### config.mk
export PLATFORM = sky130hd
export DESIGN_NAME = cordic_vectoring
export DESIGN_NICKNAME = d
export VERILOG_FILES = /design/src/rtl/cordic_pkg.sv /design/src/rtl/cordic_vec_stage.sv /design/src/rtl/cordic_vectoring.sv
export SDC_FILE = /design/constraint.sdc
export NUM_CORES = 2
export LEC_CHECK = 0
export CORE_MARGIN = 2
export CORE_UTILIZATION = 55
export CTS_CLUSTER_SIZE = 12
export DETAILED_ROUTE_END_ITERATION = 6
export PLACE_DENSITY = 0.81
export SKIP_LAST_GASP = 1
export SLEW_MARGIN = 30
export SYNTH_ARGS = -nofsm -noshare
export SYNTH_HDL_FRONTEND = slang
export SYNTH_SLANG_ARGS = --single-unit
### constraint.sdc
create_clock -name clk_i -period 6.9 [get_ports clk_i]
set_clock_uncertainty 0.2 [all_clocks]
set_input_delay 1.035 -clock clk_i [delete_from_list [all_inputs] [get_ports clk_i]]
set_output_delay 1.035 -clock clk_i [all_outputs]
set_load 0.05 [all_outputs]
### src/rtl/cordic_pkg.sv
// Shared CORDIC constants: arctangent table, gain and internal width rule.
// Used by both the rotation (oscillator) and vectoring CORDIC lanes.
package cordic_pkg;

  // Gain of an infinite-stage CORDIC, Q1.15.
  localparam logic [15:0] CORDIC_K = 16'd53961;

  localparam int ATAN_ENTRIES = 30;

  typedef logic [31:0] atan32_t;

  // round(atan(2^-i) * 2^32 / (2*pi)); rescaled for other phase widths below.
  localparam atan32_t ATAN_TABLE32 [ATAN_ENTRIES] = '{
    32'h20000000, 32'h12E4051E, 32'h09FB385B, 32'h051111D4,
    32'h028B0D43, 32'h0145D7E1, 32'h00A2F61E, 32'h00517C55,
    32'h0028BE53, 32'h00145F2F, 32'h000A2F98, 32'h000517CC,
    32'h00028BE6, 32'h000145F3, 32'h0000A2FA, 32'h0000517D,
    32'h000028BE, 32'h0000145F, 32'h00000A30, 32'h00000518,
    32'h0000028C, 32'h00000146, 32'h000000A3, 32'h00000051,
    32'h00000029, 32'h00000014, 32'h0000000A, 32'h00000005,
    32'h00000003, 32'h00000001
  };

  // Two guard bits: one for negating -2^(DATA_W-1), one for the ~1.65 gain.
  function automatic int cordic_int_w(input int data_w);
    return data_w + 2;
  endfunction

  function automatic logic [63:0] cordic_atan(input int idx, input int phase_w);
    logic [63:0] t;
    t = 64'(ATAN_TABLE32[idx[4:0]]);
    if (phase_w >= 32) return t << (phase_w - 32);
    return (t + (64'd1 << (31 - phase_w))) >> (32 - phase_w);
  endfunction

  function automatic logic [63:0] cordic_atan_sum(input int iter, input int phase_w);
    logic [63:0] s;
    s = '0;
    for (int i = 0; i < iter; i++) s += cordic_atan(i, phase_w);
    return s;
  endfunction

endpackage

### src/rtl/cordic_vec_stage.sv
// One registered vectoring micro-rotation: drives y toward zero and
// accumulates the applied rotation angle into z.
module cordic_vec_stage
  import cordic_pkg::*;
#(
  parameter int                 W       = 18,
  parameter int                 PHASE_W = 32,
  parameter int                 SHIFT   = 0,
  parameter logic [PHASE_W-1:0] ATAN    = '0
) (
  input  logic                      clk_i,
  input  logic                      rst_i,
  input  logic                      valid_i,
  input  logic signed [W-1:0]       x_i,
  input  logic signed [W-1:0]       y_i,
  input  logic        [PHASE_W-1:0] z_i,
  output logic                      valid_o,
  output logic signed [W-1:0]       x_o,
  output logic signed [W-1:0]       y_o,
  output logic        [PHASE_W-1:0] z_o
);

  logic signed [W-1:0] x_sh;
  logic signed [W-1:0] y_sh;

  assign x_sh = x_i >>> SHIFT;
  assign y_sh = y_i >>> SHIFT;

  // NOTE: non-blocking assignments keep every stage sampling its neighbour's
  // pre-edge value, which is what makes the pipeline a pipeline.
  always_ff @(posedge clk_i or negedge rst_i) begin
    if (!rst_i) begin
      // NOTE: data registers are reset as well as valid so simulation never
      // carries X through the pipe; valid alone would suffice in silicon.
      valid_o <= 1'b0;
      x_o     <= '0;
      y_o     <= '0;
      z_o     <= '0;
    end else begin
      valid_o <= valid_i;
      if (!y_i[W-1]) begin
        x_o <= x_i + y_sh;
        y_o <= y_i - x_sh;
        z_o <= z_i + ATAN;
      end else begin
        x_o <= x_i - y_sh;
        y_o <= y_i + x_sh;
        z_o <= z_i - ATAN;
      end
    end
  end

endmodule

### src/rtl/cordic_vectoring.sv
// Pipelined vectoring CORDIC: signed I/Q in, full-turn phase and
// unnormalised magnitude out, ITER+2 cycles later, one sample per clock.
module cordic_vectoring
  import cordic_pkg::*;
#(
  parameter int DATA_W  = 16,
  parameter int PHASE_W = 32,
  parameter int ITER    = 16
) (
  input  logic                      clk_i,
  input  logic                      rst_i,
  input  logic                      valid_i,
  input  logic signed [DATA_W-1:0]  cos_i,
  input  logic signed [DATA_W-1:0]  sin_i,
  output logic                      valid_o,
  output logic        [PHASE_W-1:0] phase_o,
  output logic        [DATA_W:0]    mag_o
);

  localparam int W = cordic_int_w(DATA_W);

  // (0,0) never leaves y>=0, so every stage adds its ATAN; pre-subtract the
  // total so the phase lands exactly on zero.
  localparam logic [PHASE_W-1:0] Z_ZERO_INIT =
    PHASE_W'(64'd0 - cordic_atan_sum(ITER, PHASE_W));
  localparam logic [PHASE_W-1:0] Z_HALF_TURN = {1'b1, {(PHASE_W-1){1'b0}}};

  logic signed [W-1:0]       cos_ext, sin_ext;
  logic signed [W-1:0]       pre_x, pre_y;
  logic        [PHASE_W-1:0] pre_z;
  logic signed [W-1:0]       pre_x_q, pre_y_q;
  logic        [PHASE_W-1:0] pre_z_q;
  logic                      pre_v_q;

  logic signed [W-1:0]       x_s [ITER+1];
  logic signed [W-1:0]       y_s [ITER+1];
  logic        [PHASE_W-1:0] z_s [ITER+1];
  logic                      v_s [ITER+1];

  assign cos_ext = W'(cos_i);
  assign sin_ext = W'(sin_i);

  // NOTE: every output of this block gets a default first, so no path
  // leaves a value unassigned and no latch is inferred.
  always_comb begin
    pre_x = cos_ext;
    pre_y = sin_ext;
    pre_z = '0;
    if (cos_ext[W-1]) begin
      pre_x = -cos_ext;
      pre_y = -sin_ext;
      pre_z = Z_HALF_TURN;
    end else if (cos_ext == '0 && sin_ext == '0) begin
      pre_z = Z_ZERO_INIT;
    end
  end

  always_ff @(posedge clk_i or negedge rst_i) begin
    if (!rst_i) begin
      pre_v_q <= 1'b0;
      pre_x_q <= '0;
      pre_y_q <= '0;
      pre_z_q <= '0;
    end else begin
      pre_v_q <= valid_i;
      pre_x_q <= pre_x;
      pre_y_q <= pre_y;
      pre_z_q <= pre_z;
    end
  end

  assign v_s[0] = pre_v_q;
  assign x_s[0] = pre_x_q;
  assign y_s[0] = pre_y_q;
  assign z_s[0] = pre_z_q;

  for (genvar i = 0; i < ITER; i++) begin : g_stage
    cordic_vec_stage #(
      .W       (W),
      .PHASE_W (PHASE_W),
      .SHIFT   (i),
      .ATAN    (PHASE_W'(cordic_atan(i, PHASE_W)))
    ) u_stage (
      .clk_i   (clk_i),
      .rst_i   (rst_i),
      .valid_i (v_s[i]),
      .x_i     (x_s[i]),
      .y_i     (y_s[i]),
      .z_i     (z_s[i]),
      .valid_o (v_s[i+1]),
      .x_o     (x_s[i+1]),
      .y_o     (y_s[i+1]),
      .z_o     (z_s[i+1])
    );
  end

  // x has converged to a non-negative value below 2^(DATA_W+1).
  always_ff @(posedge clk_i or negedge rst_i) begin
    if (!rst_i) begin
      valid_o <= 1'b0;
      phase_o <= '0;
      mag_o   <= '0;
    end else begin
      valid_o <= v_s[ITER];
      phase_o <= z_s[ITER];
      mag_o   <= (DATA_W+1)'(x_s[ITER]);
    end
  end

endmodule

==> results.cfg <==
[run_status]
outcome = finished, final reports clean

[synthesis]
synth_seq_cells = 1111
yosys.area_share.simple_pct = 13.38
syn-instance-count = 8213
synth_xor_area_share_pct = 12.24
synth_top_family_by_area = compound AO/OA/AOI/OAI gates
synthTopCellsByArea = dfrtp_1 (36%), ha_1 (16%), xnor2_1 (8.8%), a21oi_1 (5.1%), xor2_1 (3.4%)
synth-compound-area-share_pct = 18.23
synthAdderAreaFrac_pct = 17.24
syn_area_um2 = 77930
synth_edf_count = 0
async_flop_share_pct = 100.0
synth_mux_area_share_pct = 0.6887
synth_top_area_share_pct = 35.67
seq_area_frac_synth_pct = 35.67
avgSynthCellArea_um2 = 9.489
yosys.area.top_type = dfrtp_1
ys_types = 83
yosys_warnings = 0
synth_top_flop_cell = dfrtp_1

[finish]
multi_input_area_um2 = 48170
fillCellCount = 11550
nets = 9418
drive_gt1_share_pct = 3.998
regArea_um2 = 27800
final_core_util_pct = 60.33
antennaDiodeCount = 0
area_growth_pct = 9.204

[placed_design]
place.gp.congestion = 0.9371
hpwl_um = 135000
io_buffers = 84

[clock_network]
cts.path.max_buffers = 3
tritoncts.num_buffers = 120
clk_root_buffer_cell = clkbuf_16
clk_latency_ns = 0.76
cts_tree = yes
htree_levels = 3
cts_setup_buffers = 0
cts.clk_slew.worst_paths_ns = 0.06
cts_resized = 0
hold_buffers = 0
clkSinkCount = 1111

[detailed_routing]
drtIter0Drc = 3155
route.detailed.drc = 0
wl_per_cell_um = 16.91
totalWireLength_um = 174500
drt_pass1_iterations = 6
drtAntennaViolNets = 0
vias_per_cell = 5.837
num_vias = 60240

[setup_path]
path_delay_family = compound AO/OA/AOI/OAI gates
crit_path_end_kind = flop
critPathSlowestCell = dfrtp_1
crit_type = reg -> reg
max_stage_delay_ns = 0.74
crit_chain = inv_1 > ha_1 > o21ai_0 > o21ai_0 > a31oi_1 > o31a_1 > o41ai_1 > a31oi_1 > o31ai_1 > nor2_1 > nand4b_1
cp.required_ns = 7.31
cp.arrival_ns = 4.83
path_buf_inv = 1
critPathMaxFanout = 19
cp-start-kind = flop

[global_route]
grt_pass1_wl_um = 293100
gr-total-overflow = 0
grt_max_degree = 169
grt_pass1_vias = 61320
antenna_found_initial = 3
grtUsageTotal_pct = 23.99

[hold_path]
min_path_type = reg -> reg

[sta]
max_freq_mhz = 226.3
finalCritPeriodShare_pct = 64.04
period_needed_ns = 4.419
finalSetupViolCount = 0
setup_tns_ns = 0
hold_viol_final = 0
rsz0062_at_grt = false
slew_violations = 0
tightestPinTransition_ns = 0.9280
maxSlewHeadroom_pct = 37.56

[flow_run]
cap_violations = 0

[floorplanning]
die_x_um = 380.4
die_area_um2 = 144700
io_pins = 85
fp.dieH_um = 380.4
core_um2 = 141100
rows = 138
start_util_pct = 55.25
[cell usage in the layout (no fill, tap or decap), types with 34 or more instances in the layout]
| cell | synthesis | routed |
|---|---|---|
| nand2b_1 | 102 | 102 |
| a31oi_1 | 112 | 112 |
| o21a_1 | 100 | 100 |
| or3_1 | 64 | 64 |
| nor3_1 | 227 | 226 |
| a21o_1 | 333 | 333 |
| nor2_1 | 680 | 680 |
| o211ai_1 | 35 | 35 |
| o21bai_1 | 115 | 115 |
| o31ai_1 | 44 | 44 |
| and3_1 | 108 | 108 |
| o21ai_0 | 356 | 356 |
| ha_1 | 1000 | 1000 |
| nand2_1 | 380 | 380 |
| a211oi_1 | 77 | 77 |
| dfrtp_1 | 1111 | 1111 |
| nor4_1 | 51 | 50 |
| nand3_1 | 151 | 151 |
| nor2b_1 | 165 | 165 |
| clkdlybuf4s50_1 | 0 | 82 |
| and2_1 | 41 | 41 |
| inv_1 | 399 | 399 |
| fa_1 | 46 | 46 |
| xnor2_1 | 783 | 783 |
| clkbuf_16 | 0 | 120 |
| o41ai_1 | 34 | 34 |
| xor2_1 | 306 | 306 |
| or2_2 | 36 | 36 |
| nand4_1 | 42 | 42 |
| a21oi_1 | 799 | 799 |
[stage by stage]
stage	cells	instance area, um2	hold WS (ns)	worst slack, ns
global route	10320	85110	0.1434	2.079
detailed placement	10100	81020	0.1347	2.559
floorplan	8214	77940	0.1312	2.913
global placement	10100	81010	0.1318	2.589
finish	10320	85110	0.1423	2.481
CTS	10320	85040	0.1029	2.532
[worst register-to-register path, stage by stage, from the launching register on]
cell and delay [ns]:
dfrtp_1 0.74, inv_1 0.49, ha_1 0.53, o21ai_0 0.14
o21ai_0 0.22, a31oi_1 0.19, o31a_1 0.32, o41ai_1 0.43
a31oi_1 0.29, o31ai_1 0.46, nor2_1 0.08, nand4b_1 0.18
[synth_stat cells (151+ instances only)]
master and instances:
a21o_1 333, xor2_1 306, nor2b_1 165, nor2_1 680
nand3_1 151, a21oi_1 799, ha_1 1000, nand2_1 380
inv_1 399, o21ai_0 356, nor3_1 227, dfrtp_1 1111
xnor2_1 783
[cells by family after synthesis]
group,count (synthesis)
compound gates,2248
fa+ha+maj,1046
buf+inv,526
mux,51
flops,1111
simple gates,2140
other cells,2
xor+xnor,1089
[cell type report]
cell class	count	share of cell area (%)
clock buffer	169	4.109
clock inverter	45	0.6175
inverter	405	1.786
multi-input combinational	6577	56.60
sequential	1111	32.67
tap	1890	2.779
timing repair buffer	122	1.447
[flip-flops by register name, summed over array words and instances (netlist names)]
signal                   cells
pre_v_q                      1
g_stage.u_stage.z_o        466
g_stage.u_stage.valid_o     16
valid_o                      1
mag_o                       17
pre_x_q                     18
g_stage.u_stage.y_o        255
pre_z_q                      2
pre_y_q                     18
g_stage.u_stage.x_o        285
phase_o                     32
[path summary, 6_finish.rpt]
path	from	to	slack, ns	cells past startpoint
min reg2reg	pre_v_q	g_stage[0].u_stage.valid_o	0.14	0
max reg2reg	g_stage[10].u_stage.y_o[17]	g_stage[11].u_stage.z_o[30]	2.48	11
max in group asynchronous	rst_i	g_stage[2].u_stage.x_o[5]	4.36	5
max	g_stage[10].u_stage.y_o[17]	g_stage[11].u_stage.z_o[30]	2.48	11
min in group asynchronous	rst_i	phase_o[24]	0.51	2
min	pre_v_q	g_stage[0].u_stage.valid_o	0.14	0
[routing by layer]
| metal | wire [um] | up-vias | share of wire, % | track usage, % |
|---|---|---|---|---|
| met4 | 9015 | 0 | 5.2 | 12.16 |
| met1 | 68680 | 28630 | 39 | 26.53 |
| met5 | 0 | - | 0 | 0 |
| li1 | - | 29580 | - | - |
| met2 | 90460 | 1451 | 52 | 44.81 |
| met3 | 6376 | 577 | 3.7 | 3.051 |
Power is left out: the tool's default activity adds up to more than one toggle a clock period on the data nets, which glitch-free logic cannot reach.
